`src/rtl/spi_pkg.sv`:
```
// rtl/spi_pkg.sv - shared types and helpers for the oversampling SPI peripheral
package spi_pkg;

  typedef enum logic {SPI_IDLE, SPI_ACTIVE} spi_state_t;

  localparam int unsigned SPI_MIN_SYNC_STAGES = 2;

  // Sample edge is the rising SCK edge for modes 0 and 3, falling for modes 1 and 2.
  function automatic logic spi_sample_on_rise(input logic cpol, input logic cpha);
    return ~(cpol ^ cpha);
  endfunction

endpackage

```
`src/rtl/spi_peripheral_sync_if.sv`:
```
// rtl/spi_peripheral_sync_if.sv - word-side TX/RX handshake bundle of the SPI peripheral
interface spi_peripheral_sync_if #(
  parameter int unsigned DATA_WIDTH = 8
);

  logic [DATA_WIDTH-1:0] tx_data;
  logic                  tx_valid;
  logic                  tx_ready;
  logic [DATA_WIDTH-1:0] rx_data;
  logic                  rx_valid;

  // Command decoder side: offers TX words, consumes RX words.
  modport master (
    output tx_data, tx_valid,
    input  tx_ready, rx_data, rx_valid
  );

  // Peripheral side.
  modport slave (
    input  tx_data, tx_valid,
    output tx_ready, rx_data, rx_valid
  );

endinterface

```
`src/rtl/spi_pin_sync.sv`:
```
// rtl/spi_pin_sync.sv - N-stage pin synchroniser with rise/fall edge detection
module spi_pin_sync
  import spi_pkg::*;
#(
  parameter int unsigned STAGES    = 2,
  parameter logic        RESET_VAL = 1'b0
) (
  input  logic clk_i,
  input  logic reset_ni,
  input  logic pin_i,
  output logic level_o,
  output logic rise_o,
  output logic fall_o
);

  // Never fewer than the minimum metastability depth, whatever the caller asks.
  localparam int unsigned N = (STAGES < SPI_MIN_SYNC_STAGES) ? SPI_MIN_SYNC_STAGES : STAGES;

  logic [N-1:0] sync_q;
  logic         last_q;

  // Shift the pin through the chain; last_q holds the previous synchronised level.
  always_ff @(posedge clk_i or negedge reset_ni) begin
    if (!reset_ni) begin
      sync_q <= {N{RESET_VAL}};
      last_q <= RESET_VAL;
    end else begin
      sync_q <= {sync_q[N-2:0], pin_i};
      last_q <= sync_q[N-1];
    end
  end

  assign level_o = sync_q[N-1];
  assign rise_o  = sync_q[N-1] & ~last_q;
  assign fall_o  = ~sync_q[N-1] & last_q;

endmodule

```
`src/rtl/spi_peripheral_sync.sv`:
```
// rtl/spi_peripheral_sync.sv - SPI peripheral that oversamples the pins in the system clock domain
module spi_peripheral_sync
  import spi_pkg::*;
#(
  parameter int unsigned           DATA_WIDTH  = 8,
  parameter bit                    CPOL        = 1'b0,
  parameter bit                    CPHA        = 1'b0,
  parameter bit                    MSB_FIRST   = 1'b1,
  parameter int unsigned           SYNC_STAGES = 2,
  parameter logic [DATA_WIDTH-1:0] TX_FILL     = '1
) (
  input  logic                  clk_i,
  input  logic                  reset_ni,
  input  logic                  spi_cs_ni,
  input  logic                  spi_sck_i,
  input  logic                  spi_sd_i,
  output logic                  spi_sd_o,
  output logic                  spi_sd_oe_o,
  spi_peripheral_sync_if.slave  bus,
  output logic                  start_o,
  output logic                  stop_o,
  output logic                  underrun_o
);

  localparam int unsigned          CNT_W       = $clog2(DATA_WIDTH);
  localparam logic [CNT_W-1:0]     LAST_BIT    = CNT_W'(DATA_WIDTH - 1);
  localparam logic                 SAMPLE_RISE = spi_sample_on_rise(CPOL, CPHA);

  logic cs_rise, cs_fall, cs_level_unused;
  logic sck_rise, sck_fall, sck_level_unused;
  logic sdi, sdi_rise_unused, sdi_fall_unused;

  spi_pin_sync #(.STAGES(SYNC_STAGES), .RESET_VAL(1'b1)) u_cs_sync (
    .clk_i(clk_i), .reset_ni(reset_ni), .pin_i(spi_cs_ni),
    .level_o(cs_level_unused), .rise_o(cs_rise), .fall_o(cs_fall)
  );

  spi_pin_sync #(.STAGES(SYNC_STAGES), .RESET_VAL(CPOL)) u_sck_sync (
    .clk_i(clk_i), .reset_ni(reset_ni), .pin_i(spi_sck_i),
    .level_o(sck_level_unused), .rise_o(sck_rise), .fall_o(sck_fall)
  );

  spi_pin_sync #(.STAGES(SYNC_STAGES), .RESET_VAL(1'b0)) u_sdi_sync (
    .clk_i(clk_i), .reset_ni(reset_ni), .pin_i(spi_sd_i),
    .level_o(sdi), .rise_o(sdi_rise_unused), .fall_o(sdi_fall_unused)
  );

  spi_state_t            state_q;
  logic [CNT_W-1:0]      bit_cnt_q;
  logic [DATA_WIDTH-1:0] rx_shift_q, rx_shift_d, rx_data_q;
  logic [DATA_WIDTH-1:0] tx_shift_q, tx_shift_d, hold_q;
  logic                  hold_full_q, first_shift_q;
  logic                  rx_valid_q, start_q, stop_q, underrun_q;

  logic active, sample_edge, shift_edge, start_load, shift_load, load, tx_bit;

  assign active      = (state_q == SPI_ACTIVE);
  assign sample_edge = SAMPLE_RISE ? sck_rise : sck_fall;
  assign shift_edge  = SAMPLE_RISE ? sck_fall : sck_rise;

  // CPHA=0 must present bit 0 before the first SCK edge, so it loads at CS fall;
  // the first shift edge of such a frame is skipped as a load point.
  assign start_load  = (state_q == SPI_IDLE) && cs_fall && (CPHA == 1'b0);
  assign shift_load  = active && !cs_rise && shift_edge && (bit_cnt_q == '0)
                       && ((CPHA == 1'b1) || !first_shift_q);
  assign load        = start_load || shift_load;

  assign rx_shift_d  = MSB_FIRST ? {rx_shift_q[DATA_WIDTH-2:0], sdi}
                                 : {sdi, rx_shift_q[DATA_WIDTH-1:1]};
  assign tx_shift_d  = MSB_FIRST ? {tx_shift_q[DATA_WIDTH-2:0], 1'b0}
                                 : {1'b0, tx_shift_q[DATA_WIDTH-1:1]};
  assign tx_bit      = MSB_FIRST ? tx_shift_q[DATA_WIDTH-1] : tx_shift_q[0];

  // Frame FSM, bit engine and TX holding register with registered strobes.
  always_ff @(posedge clk_i or negedge reset_ni) begin
    if (!reset_ni) begin
      state_q       <= SPI_IDLE;
      bit_cnt_q     <= '0;
      rx_shift_q    <= '0;
      rx_data_q     <= '0;
      tx_shift_q    <= '0;
      hold_q        <= '0;
      hold_full_q   <= 1'b0;
      first_shift_q <= 1'b0;
      rx_valid_q    <= 1'b0;
      start_q       <= 1'b0;
      stop_q        <= 1'b0;
      underrun_q    <= 1'b0;
    end else begin
      start_q    <= 1'b0;
      stop_q     <= 1'b0;
      rx_valid_q <= 1'b0;
      case (state_q)
        SPI_IDLE: begin
          if (cs_fall) begin
            state_q       <= SPI_ACTIVE;
            start_q       <= 1'b1;
            underrun_q    <= 1'b0;
            first_shift_q <= 1'b1;
            bit_cnt_q     <= '0;
          end
        end
        SPI_ACTIVE: begin
          if (cs_rise) begin
            // Partial words are dropped; the holding register is left alone.
            state_q    <= SPI_IDLE;
            stop_q     <= 1'b1;
            bit_cnt_q  <= '0;
            rx_shift_q <= '0;
            tx_shift_q <= '0;
          end else begin
            if (sample_edge) begin
              rx_shift_q <= rx_shift_d;
              if (bit_cnt_q == LAST_BIT) begin
                bit_cnt_q  <= '0;
                rx_data_q  <= rx_shift_d;
                rx_valid_q <= 1'b1;
              end else begin
                bit_cnt_q <= bit_cnt_q + 1'b1;
              end
            end
            if (shift_edge) begin
              first_shift_q <= 1'b0;
              if (!shift_load) tx_shift_q <= tx_shift_d;
            end
          end
        end
        default: state_q <= SPI_IDLE;
      endcase

      // Load priority: held word, then a bypassed fresh word, then the fill pattern.
      if (load) begin
        if (hold_full_q) begin
          tx_shift_q  <= hold_q;
          hold_full_q <= 1'b0;
        end else if (bus.tx_valid) begin
          tx_shift_q <= bus.tx_data;
        end else begin
          tx_shift_q <= TX_FILL;
          underrun_q <= 1'b1;
        end
      end else if (bus.tx_valid && !hold_full_q) begin
        hold_q      <= bus.tx_data;
        hold_full_q <= 1'b1;
      end
    end
  end

  assign bus.tx_ready = !hold_full_q;
  assign bus.rx_data  = rx_data_q;
  assign bus.rx_valid = rx_valid_q;
  assign spi_sd_o     = active & tx_bit;
  assign spi_sd_oe_o  = active;
  assign start_o      = start_q;
  assign stop_o       = stop_q;
  assign underrun_o   = underrun_q;

endmodule

```
`src/flat_wrapper.sv`:
```
// flat-port wrapper written by rule: the top's interface ports become plain ports
module spi_peripheral_sync_flat import spi_pkg::*;
#(
  parameter int unsigned           DATA_WIDTH  = 8,
  parameter bit                    CPOL        = 1'b0,
  parameter bit                    CPHA        = 1'b0,
  parameter bit                    MSB_FIRST   = 1'b1,
  parameter int unsigned           SYNC_STAGES = 2,
  parameter logic [DATA_WIDTH-1:0] TX_FILL     = '1
)
  (clk_i, reset_ni, spi_cs_ni, spi_sck_i, spi_sd_i, spi_sd_o, spi_sd_oe_o, start_o, stop_o, underrun_o, bus_tx_data, bus_tx_valid, bus_tx_ready, bus_rx_data, bus_rx_valid);
  spi_peripheral_sync_if #(.DATA_WIDTH(DATA_WIDTH)) bus_i ();
  input  logic clk_i;
  input  logic reset_ni;
  input  logic spi_cs_ni;
  input  logic spi_sck_i;
  input  logic spi_sd_i;
  output logic spi_sd_o;
  output logic spi_sd_oe_o;
  output logic start_o;
  output logic stop_o;
  output logic underrun_o;
  input wire logic [$bits(bus_i.tx_data)-1:0] bus_tx_data;
  input wire logic [$bits(bus_i.tx_valid)-1:0] bus_tx_valid;
  output wire logic [$bits(bus_i.tx_ready)-1:0] bus_tx_ready;
  output wire logic [$bits(bus_i.rx_data)-1:0] bus_rx_data;
  output wire logic [$bits(bus_i.rx_valid)-1:0] bus_rx_valid;
  assign bus_i.tx_data = bus_tx_data;
  assign bus_i.tx_valid = bus_tx_valid;
  assign bus_tx_ready = bus_i.tx_ready;
  assign bus_rx_data = bus_i.rx_data;
  assign bus_rx_valid = bus_i.rx_valid;
  spi_peripheral_sync #(.DATA_WIDTH(DATA_WIDTH), .CPOL(CPOL), .CPHA(CPHA), .MSB_FIRST(MSB_FIRST), .SYNC_STAGES(SYNC_STAGES), .TX_FILL(TX_FILL)) u_core (.clk_i(clk_i), .reset_ni(reset_ni), .spi_cs_ni(spi_cs_ni), .spi_sck_i(spi_sck_i), .spi_sd_i(spi_sd_i), .spi_sd_o(spi_sd_o), .spi_sd_oe_o(spi_sd_oe_o), .bus(bus_i), .start_o(start_o), .stop_o(stop_o), .underrun_o(underrun_o));
endmodule
```
`config.mk`:
```
export PLATFORM = sky130hd
export DESIGN_NAME = spi_peripheral_sync_flat
export DESIGN_NICKNAME = d
export VERILOG_FILES = /design/src/rtl/spi_pkg.sv /design/src/rtl/spi_peripheral_sync_if.sv /design/src/rtl/spi_pin_sync.sv /design/src/rtl/spi_peripheral_sync.sv /design/src/flat_wrapper.sv
export SDC_FILE = /design/constraint.sdc
export NUM_CORES = 1
export LEC_CHECK = 0
export ABC_AREA = 1
export CORE_MARGIN = 4
export CORE_UTILIZATION = 30
export CTS_CLUSTER_SIZE = 24
export DETAILED_ROUTE_END_ITERATION = 16
export GPL_TIMING_DRIVEN = 1
export PLACE_DENSITY = 0.55
export SLEW_MARGIN = 20
export SYNTH_ARGS = -nofsm -noshare
export SYNTH_HDL_FRONTEND = slang
export SYNTH_HIERARCHICAL = 1
export SYNTH_SLANG_ARGS = --single-unit
```
`constraint.sdc`:
```
create_clock -name clk_i -period 1.75 [get_ports clk_i]
set_input_delay 0.2625 -clock clk_i [delete_from_list [all_inputs] [get_ports clk_i]]
set_output_delay 0.2625 -clock clk_i [all_outputs]
set_load 0.02 [all_outputs]
```
Word-level counts from Yosys, hierarchy flattened
Cells that the tools add are included.
Widths: inputs -> output; s select.
Storage, ports and cells
  flip-flop bits (word level): 49
  output and inout port bits: 15
  input bits: 14
  word-level logic and storage cells: 92
Operators by class
  reductions and logical operators: 21
  equality and inequality tests: 6
  bitwise logic cells: 12
  add/subtract/negate cells: 1
  muxes and demuxes: 35
Operators by type and width (count)
  $mux 8: 7
  $mux 1: 19
  $mux 7: 2
  $mux 3: 4
  $not 1->1: 7
  $logic_and 1x1->1: 6
  $ne 3x2->1 const B: 2
  $pmux 3 s2: 1
  $reduce_and 2->1: 3
  $reduce_and 3->1: 2
  $reduce_bool 2->1: 3
  $and 1x1->1: 5
  $ne 2x2->1 const B: 2
  $pmux 1 s2: 2
  $reduce_and 4->1: 1
  $add 3x1->3 const B: 1
  $eq 3x3->1 const B: 1
  $logic_not 1->1: 3
  $logic_not 3->1: 1
  $reduce_bool 3->1: 1
  $ne 2x1->1 const B: 1
  $logic_or 1x1->1: 1

Logic depth before layout (Yosys ltp)
Gate-level depths: netlist (run 1).
  depth in word-level cells: 12
  depth in mapped cells: 10
  mapped depth without buffers: 10

Hierarchy
The synthesis (run 1) kept the hierarchy.
Modules (own cells, without submodules)
  spi_peripheral_sync: cells an instance 199, area each 1925.6 sq um, instances 1, seq. area each 1026.0 sq um
  spi_pin_sync at u_core.u_sck_sync ...: cells an instance 7, area each 90.1 sq um, instances 2, seq. area each 75.1 sq um
  spi_pin_sync at u_core.u_cs_sync: cells an instance 7, area each 93.8 sq um, instances 1, seq. area each 78.8 sq um

Worst setup path after synthesis (run 1)
OpenSTA, ideal clock, no wires.
  path kind: register to register
  start: register u_core.u_cs_sync.sync_q[1]
  end: register u_core.hold_q[0]
  required time: 1.632 ns
  library setup time: 0.118 ns
  cell stages (with the launch flop): 10
  clock period less this slack: 1.479 ns
  arrival: 1.362 ns
  slack: 0.271 ns
  path buffers: 0
  cells stage by stage: dfstp_2 inv_1 nor2_1 inv_2 nand2_8 nor2_8 nand2_4 nand4_2 nand2_1 nand2_1
Between the ends
  longest elaborated chain between the ends: 9
  elaborated cells between the ends (all ways): 12
  classes of those cells: 4 x bitwise; 8 x reduce/logical
Ends and longest elaborated chain
  start, declared: RTL line spi_pin_sync.sv:19  | logic [N-1:0] sync_q;
  start signal, assigned: RTL line spi_pin_sync.sv:25  | sync_q <= {N{RESET_VAL}};
  start signal, assigned: RTL line spi_pin_sync.sv:28  | sync_q <= {sync_q[N-2:0], pin_i};
  $and 1x1->1: RTL line spi_pin_sync.sv:34  | assign rise_o = sync_q[N-1] & ~last_q;
  named net u_core.cs_rise: RTL line spi_peripheral_sync.sv:29  | logic cs_rise, cs_fall, cs_level_unused;
  $logic_not 1->1: RTL line spi_peripheral_sync.sv:64  | assign shift_load = active && !cs_rise && shift_edge && (bit_cnt_q == '0)
  $logic_and 1x1->1 (3 in series): RTL line spi_peripheral_sync.sv:64
  $logic_and 1x1->1: RTL line spi_peripheral_sync.sv:65  | && ((CPHA == 1'b1) || !first_shift_q);
  $logic_or 1x1->1: RTL line spi_peripheral_sync.sv:66  | assign load = start_load || shift_load;
  $not 1->1 (no line)
  $reduce_and 2->1 (no line)
  end signal, assigned: RTL line spi_peripheral_sync.sv:143  | hold_q <= bus.tx_data;
  end, declared: RTL line spi_peripheral_sync.sv:51  | logic [DATA_WIDTH-1:0] tx_shift_q, tx_shift_d, hold_q;
The timed path passes the listed nets, and every way through them passes these cells.
A chain may end at the register's enable or synchronous reset.

Worst setup path in the final report (run 1)
  start: register u_core.state_q (netlist: u_core/spi_sd_oe_o)
  end: output spi_sd_oe_o
RTL lines
  start, declared: RTL line spi_peripheral_sync.sv:48  | spi_state_t state_q;
  start signal, assigned: RTL line spi_peripheral_sync.sv:77  | state_q <= SPI_IDLE;
  start signal, assigned: RTL line spi_peripheral_sync.sv:96  | state_q <= SPI_ACTIVE;
  start signal, assigned: RTL line spi_peripheral_sync.sv:106  | state_q <= SPI_IDLE;
  end, declared: RTL line flat_wrapper.sv:19  | output logic spi_sd_oe_o;
No word-level cell between the ends.

==> results of run 1 <==
metal layers:
| metal | track usage (%) | part of all wire (%) | vias up |
|---|---|---|---|
| met1 | 13.53 | 49 | 703 |
| met3 | 2.681 | 3.6 | 5 |
| met5 | 0 | 0 | - |
| met2 | 16.08 | 46 | 21 |
| li1 | - | - | 768 |
| met4 | 4.396 | 1.4 | 0 |
cell type report:
class | instances | area, µm²
clock inverter | 2 | 37.54
clock buffer | 6 | 82.58
timing repair buffer | 33 | 330.3
multi-input combinational | 133 | 778.2
tap | 96 | 120.1
inverter | 29 | 108.9
sequential | 49 | 1230
fill | 721 | 4219
state kept, by name, summed over array words and instances, names as in the netlist:
name	count
u_core/bit_cnt_q	3
u_core/rx_shift_q	7
u_core/first_shift_q	1
u_core/u_cs_sync/sync_q	2
u_core/tx_shift_q	8
u_core/stop_o	1
u_core/underrun_o	1
u_core/u_sck_sync/last_q	1
u_core/spi_sd_oe_o	1
u_core/start_o	1
u_core/u_cs_sync/last_q	1
u_core/u_sck_sync/sync_q	2
u_core/hold_full_q	1
u_core/bus.rx_valid	1
u_core/hold_q	8
u_core/u_sdi_sync/sync_q	2
u_core/bus.rx_data	8
worst max path at each step:
stage	to	cells after the start
3_5_place_dp	u_core/tx_shift_q[1]	5
2_1_floorplan	u_core/hold_q[0]	9
5_1_grt	u_core/hold_q[5]	9
6_report	spi_sd_oe_o	1
3_3_place_gp	u_core/tx_shift_q[1]	5
4_1_cts	spi_sd_o	3
worst reg2reg max path: stages (launching register included):
cell and delay [ns]:
dfstp_2 0.54, inv_1 0.03, nor2_1 0.25, nand2_4 0.21
nand3_1 0.14, o21ai_2 0.13, nand2_1 0.10, nand3_1 0.08
power breakdown:
part	total, mW	leakage (nW)	internal [mW]	switching [mW]
clock	0.846	0.0574	0.465	0.381
combinational	0.694	0.627	0.294	0.400
sequential	1.46	0.628	1.35	0.112
total	3.00	1.31	2.11	0.893
timing repair:
action                                  in CTS  in global routing
resized for setup                            0                  1
hold buffers                                 1                  0
endpoints found under the setup margin       0                  1
hold endpoints to repair                    17                  0
==> out/results.txt, run 1 <==
Clk slew on worst S/H paths: 0.09 ns
Wire per inst: 11.80 µm
CP Max Fanout: 4
Worst hold slack: 0.3529 ns
Syn nets: 232
Slowest CP cell: clkdlybuf4s50_1
Die area: 0.008620 mm²
Clk_skew: 0.01086 ns
Num CTS Buffers: 5
Flop-to-flop setup slack: 0.17 ns
Pre-CTS WS: 0.1078 ns
Routed Wire Length: 4107 µm
Dpl hpwl: 2982 µm
CP Buf/Inv Count: 1
Crit. Startpoint: u_core/spi_sd_oe_o
Relative slew margins: 69.45%
Initial Util: 31.27%
Setup bufs post-CTS: 0
Most frequent cells in the layout: 61 x nand2_1, 46 x dfrtp_1, 27 x inv_1
Total power: 3.002 mW
FF-to-FF End: u_core/tx_shift_q[4]
Critical path's largest stage delay: 0.64 ns
Final setup TNS: 0 ns
Max IR drop VDD: 0.3553 mV
Via count: 1497
Worst r2r src: u_core/u_cs_sync/last_q
H-tree depth: 2
Non-Filler Instances: 348
Final setup vio count: 0
# placed instances: 339
Hold Path Stages: 0
Hold Crit Endpoint: u_core/u_sdi_sync/sync_q[1]
Layout cells sized above 1: 14.68%
Initial antenna violation count: 0
# port buffers: 28
DR iter-0 viols: 91
Ports: 29
Min-Delay Startpoint: u_core/u_sdi_sync/sync_q[0]
First-pass GRT wire length: 7120 µm
Vias in the first global route: 1560
FF-to-FF path depth: 7
PnR worst setup slack: 0.1304 ns
Synthesized instance count: 215
Critical path arrival: 1.36 ns
Crit start category: register
TritonCTS clock tree: done
Synth Cell Area: 0.002160 mm²
Largest net degree at the start of global routing: 32
Initial DRT Pass Iterations: 4
Design Area, Final: 0.002688 mm²
Part of the cycle the worst path needs: 92.55%
Syn Area/Cell: 10.04 µm²
Power density over cell area: 1117 mW/mm²
Crit-path cells: clkdlybuf4s50_1
Cell family with most CP delay: buffers and inverters
Maxcap violations: 0
Status: finished clean
Row Count: 30
Global Route Usage Sum: 10.32%
Max Freq: 0.6174 GHz
Clock Path Buffers: 2
Root Driver: clkbuf_8
Placed inst area: 0.002555 mm²
Worst hold path class: reg2reg
Clk Latency, worst-skew pair: 0.30 ns
Number of synthesis warnings: 6
Routed Antenna Nets: 0
Worst EP required: 1.49 ns
Fin crit period: 1.620 ns
# DRC: 0
Area grow syn2layout: 24.45%
Pleak: 1.312 nW
Core area: 0.006907 mm²
Crit path capture type: primary output
CTS Sinks: 49
Post-layout nets: 268
Unrepaired setup endpoints after global routing: false
Worst slew pin tran: 0.4582 ns
Die extent in y: 92.85 µm
Slew Limit Fails: 0
Commonest non-fill, non-tap cell in the layout: nand2_1
Final core occ: 38.91%
GRT overflow: 0
Hold Fails Final Rpt: 0
Routability cong.: 0.7613
ANT cells: 0
Critical path class: reg2out
Vias per inst: 4.302
Die width: 92.85 µm
No activity file was read; power rests on OpenSTA's default activity.
==> inputs of run 2 (changes only) <==
clock period = 1.7 ns   (was 1.75 ns; I/O delays follow)
==> out/results.txt, run 2 (synthesized netlist as in run 1, its figures left out) <==
Layout cells sized above 1: 15.02% (+0.34 points)
Clk slew on worst S/H paths: 0.09 ns (about the same)
FF-to-FF End: u_core/hold_q[0]
# port buffers: 28 (unchanged)
Initial DRT Pass Iterations: 4 (unchanged)
Initial Util: 31.27% (unchanged)
H-tree depth: 2 (unchanged)
# DRC: 0 (unchanged)
Final setup vio count: 0 (unchanged)
Largest net degree at the start of global routing: 32 (unchanged)
Num CTS Buffers: 5 (unchanged)
CP Max Fanout: 4 (unchanged)
Placed inst area: 0.002562 mm² (+0.29%)
Clk Latency, worst-skew pair: 0.30 ns (about the same)
Die area: 0.008620 mm² (unchanged)
Fin crit period: 1.617 ns
Routability cong.: 0.7658 (+0.59%)
Row Count: 30 (unchanged)
Min-Delay Startpoint: u_core/u_sdi_sync/sync_q[0]
TritonCTS clock tree: done
Pleak: 1.283 nW (-2.2%)
Worst EP required: 1.44 ns (-0.05 ns)
CTS Sinks: 49 (unchanged)
Part of the cycle the worst path needs: 95.12%
Vias in the first global route: 1598 (+2.4%)
Root Driver: clkbuf_8
Most frequent cells in the layout: 61 x nand2_1, 46 x dfrtp_1, 27 x inv_1
Crit path capture type: primary output
Core area: 0.006907 mm² (unchanged)
Dpl hpwl: 2974 µm (-0.25%)
Die width: 92.85 µm (unchanged)
Relative slew margins: 70.18% (+0.72 points)
Routed Wire Length: 4079 µm (-0.68%)
Crit start category: register
Crit-path cells: clkdlybuf4s50_1
Ports: 29 (unchanged)
Critical path's largest stage delay: 0.64 ns (about the same)
Cell family with most CP delay: buffers and inverters
CP Buf/Inv Count: 1 (unchanged)
Max IR drop VDD: 0.3450 mV (-2.9%)
FF-to-FF path depth: 10 (+3)
Hold Crit Endpoint: u_core/u_sdi_sync/sync_q[1]
Commonest non-fill, non-tap cell in the layout: nand2_1
Initial antenna violation count: 0 (unchanged)
Max Freq: 0.6184 GHz
Pre-CTS WS: 0.05533 ns (-0.05249 ns)
Final setup TNS: 0 ns (unchanged)
Power density over cell area: 1087 mW/mm² (-2.7%)
Critical path class: reg2out
Via count: 1527 (+2.0%)
Critical path arrival: 1.36 ns (about the same)
Area grow syn2layout: 23.64%
Hold Fails Final Rpt: 0 (unchanged)
Hold Path Stages: 0 (unchanged)
Routed Antenna Nets: 0 (unchanged)
Status: finished clean
Slew Limit Fails: 0 (unchanged)
Clock Path Buffers: 2 (unchanged)
Total power: 2.903 mW (-3.3%)
PnR worst setup slack: 0.08303 ns (-0.04736 ns)
Worst r2r src: u_core/u_cs_sync/sync_q[1]
Slowest CP cell: clkdlybuf4s50_1
Die extent in y: 92.85 µm (unchanged)
First-pass GRT wire length: 7293 µm (+2.4%)
Post-layout nets: 269 (+0.37%)
GRT overflow: 0 (unchanged)
Vias per inst: 4.375 (+1.7%)
Worst slew pin tran: 0.4463 ns (-0.01195 ns)
ANT cells: 0 (unchanged)
Clk_skew: 0.006069 ns (-0.004787 ns)
DR iter-0 viols: 77 (-15%)
Flop-to-flop setup slack: 0.12 ns (-0.05 ns)
Global Route Usage Sum: 10.51% (+0.19 points)
Wire per inst: 11.69 µm (-0.97%)
Worst hold path class: reg2reg
Maxcap violations: 0 (unchanged)
Setup bufs post-CTS: 0 (unchanged)
Design Area, Final: 0.002670 mm² (-0.65%)
-- run 2: worst max-delay path by stage --
stage,from,end,cells past startpoint
floorplan,u_core/u_cs_sync/sync_q[1],u_core/hold_q[0],9
global placement,bus_tx_valid,u_core/tx_shift_q[1],5
detailed placement,bus_tx_valid,u_core/tx_shift_q[6],5
CTS,u_core/spi_sd_oe_o,spi_sd_oe_o,1
global route,u_core/u_cs_sync/sync_q[1],u_core/hold_q[0],10
finish,u_core/spi_sd_oe_o,spi_sd_oe_o,1
-- run 2: report_power, final --
| part | internal [mW] | switching [mW] | leakage (nW) |
|---|---|---|---|
| logic | 0.304 | 0.419 | 0.618 |
| registers | 1.39 | 0.118 | 0.628 |
| clock network | 0.290 | 0.382 | 0.0374 |
-- run 2: layer usage --
layer  vias to the layer above  routed length (µm)  track usage [%]
met1                       728                1896            13.66
li1                        773                   -                -
met2                        19                1975            16.68
met4                         0                  76            4.396
met5                         -                   0                0
met3                         7                 130            2.600
-- run 2: layout make-up --
cell class,instances,area [µm²]
Timing Repair Buffer,34,334.1
Fill cell,719,4237
Sequential cell,49,1230
Clock inverter,2,15.01
Multi-Input combinational cell,133,789.5
Inverter,29,108.9
Tap cell,96,120.1
Clock buffer,6,72.57
-- run 2: timing repair --
action | CTS | global route
hold buffers | 1 | 0
endpoints found under the hold margin | 17 | 0
endpoints found under the setup margin | 1 | 9
gates resized for setup | 1 | 2
-- run 2: stage by stage --
step	std cells	hold slack, ns	utilization (%)
2_1_floorplan	215	-0.04059	-
3_3_place_gp	340	0.2266	37.10
3_5_place_dp	340	0.2305	37.10
4_1_cts	349	0.3505	38.50
5_1_grt	349	0.3471	38.66
6_report	349	0.3562	38.66
==> inputs of run 3 (changes only) <==
CELL_PAD_IN_SITES_DETAIL_PLACEMENT = 1   (was unset)
CELL_PAD_IN_SITES_GLOBAL_PLACEMENT = 2   (was unset)
CORE_MARGIN = unset   (was 4)
PLACE_DENSITY = 0.76   (was 0.55)
TNS_END_PERCENT = 5   (was unset)
==> out/results.txt, run 3 (synthesized netlist as in run 1, its figures left out) <==
Slew Limit Fails: 0 (unchanged)
Largest net degree at the start of global routing: 42 (+31%)
Initial Util: 31.44% (+0.17 points)
Worst hold slack: 0.3460 ns (-0.01019 ns)
Num CTS Buffers: 5 (unchanged)
Final core occ: 38.91% (+0.25 points)
Wire per inst: 12.83 µm (+9.8%)
Crit. Startpoint: u_core/hold_full_q
Maxcap violations: 0 (unchanged)
Dpl hpwl: 3254 µm (+9.4%)
Pleak: 1.283 nW (about the same)
Max Freq: 0.6197 GHz (+0.20%)
Clk Latency, worst-skew pair: 0.30 ns (about the same)
Unrepaired setup endpoints after global routing: false
Ports: 29 (unchanged)
Post-layout nets: 269 (unchanged)
CP Max Fanout: 3 (-1)
Critical path arrival: 1.36 ns (about the same)
Vias per inst: 4.450 (+1.7%)
First-pass GRT wire length: 7769 µm (+6.5%)
Core area: 0.006869 mm² (-0.54%)
Crit start category: register
Fill count: 795 (+11%)
Via count: 1553 (+1.7%)
Max IR drop VDD: 0.3454 mV (+0.12%)
FF-to-FF End: u_core/tx_shift_q[5]
Clock Path Buffers: 2 (unchanged)
Crit path to: bus_tx_ready
Layout cells sized above 1: 15.42% (+0.40 points)
Critical path class: reg2out
Worst slew pin tran: 0.4802 ns (+0.03397 ns)
H-tree depth: 2 (unchanged)
Row Count: 30 (unchanged)
Area grow syn2layout: 23.75% (about the same)
Global Route Usage Sum: 13.56% (+3.0 points)
Fin crit period: 1.614 ns (-0.003274 ns)
Routability cong.: 0.7479 (-2.3%)
Die extent in y: 86.85 µm (-6.5%)
CTS Sinks: 49 (unchanged)
Die area: 0.007542 mm² (-13%)
Crit path capture type: primary output
Initial DRT Pass Iterations: 4 (unchanged)
# DRC: 0 (unchanged)
Worst hold path class: in2async
TritonCTS clock tree: done
Worst r2r src: u_core/u_cs_sync/last_q
Power density over cell area: 1097 mW/mm² (+0.89%)
Hold Fails Final Rpt: 0 (unchanged)
Clk_skew: 0.008699 ns (+0.002630 ns)
Worst EP required: 1.44 ns (about the same)
Clk slew on worst S/H paths: 0.09 ns (about the same)
ANT cells: 0 (unchanged)
Setup bufs post-CTS: 0 (unchanged)
# port buffers: 28 (unchanged)
Routed Antenna Nets: 0 (unchanged)
GRT overflow: 0 (unchanged)
Final setup vio count: 0 (unchanged)
Final setup TNS: 0 ns (unchanged)
Relative slew margins: 67.91% (-2.3 points)
Most frequent cells in the layout: 61 x nand2_1, 46 x dfrtp_1, 27 x inv_1
Commonest non-fill, non-tap cell in the layout: nand2_1
DR iter-0 viols: 76 (-1.3%)
FF-to-FF path depth: 7 (-3)
Part of the cycle the worst path needs: 94.92% (-0.19 points)
Status: finished clean
Routed Wire Length: 4477 µm (+9.8%)
Flop-to-flop setup slack: 0.15 ns (+0.03 ns)
Vias in the first global route: 1596 (-0.13%)
Die width: 86.85 µm (-6.5%)
Initial antenna violation count: 0 (unchanged)
Root Driver: clkbuf_8
==> run 3: cell counts in the layout (fill, tap and decap cells not counted) <==
No cell type changed its count.
==> run 3: power by group <==
group / switching, mW / internal, mW / total [mW]
clock: 0.398 / 0.291 / 0.689
sequential: 0.120 / 1.39 / 1.51
combinational: 0.429 / 0.304 / 0.733
==> run 3: layout make-up <==
class                           instances  area (µm²)  area share (%)
Clock buffer                            6       72.57           2.715
Clock inverter                          2       15.01          0.5618
Inverter                               29       108.9           4.073
Multi-Input combinational cell        133       792.0           29.63
Sequential cell                        49        1230           46.02
Tap cell                               96       120.1           4.494
Timing Repair Buffer                   34       334.1           12.50
==> run 3: metal layers <==
metal | GRT usage [%] | part of all wire, %
met2 | 21.40 | 47
met3 | 3.143 | 2.0
met1 | 17.97 | 49
met5 | 0 | 0
met4 | 5.455 | 1.5
==> run 3: timing repair <==
item / CTS / global route
hold buffers: 1 / 0
endpoints found under the setup margin: 1 / 20
hold endpoints to repair: 8 / 0
resized for setup: 1 / 3
cloned: 0 / 0
==> run 3: worst min path at each step <==
| stage | startpoint | to |
|---|---|---|
| after floorplan | reset_ni | u_core/bit_cnt_q[0] |
| after global placement | reset_ni | u_core/bus.rx_data[1] |
| after detailed placement | reset_ni | u_core/bus.rx_data[1] |
| after CTS | reset_ni | u_core/bus.rx_data[3] |
| after global routing | spi_cs_ni | u_core/u_cs_sync/sync_q[0] |
| final | reset_ni | u_core/bus.rx_data[4] |
==> run 3: worst max-delay path: stages (launching register included) <==
cell             delay (ns)
dfrtp_1                0.37
inv_1                  0.08
clkdlybuf4s50_1        0.60
==> run 3: per-stage QoR <==
step                      instance area [µm²]  power [mW]  worst slack, ns  cells
final                                    2673       2.931          0.08631    349
after global routing                     2673       3.145          0.03185    349
after CTS                                2659       2.982          0.05678    349
after detailed placement                 2562       2.279          0.02449    340
after global placement                   2562       2.253          0.02557    340
after floorplan                          2160       2.017           0.2205    215
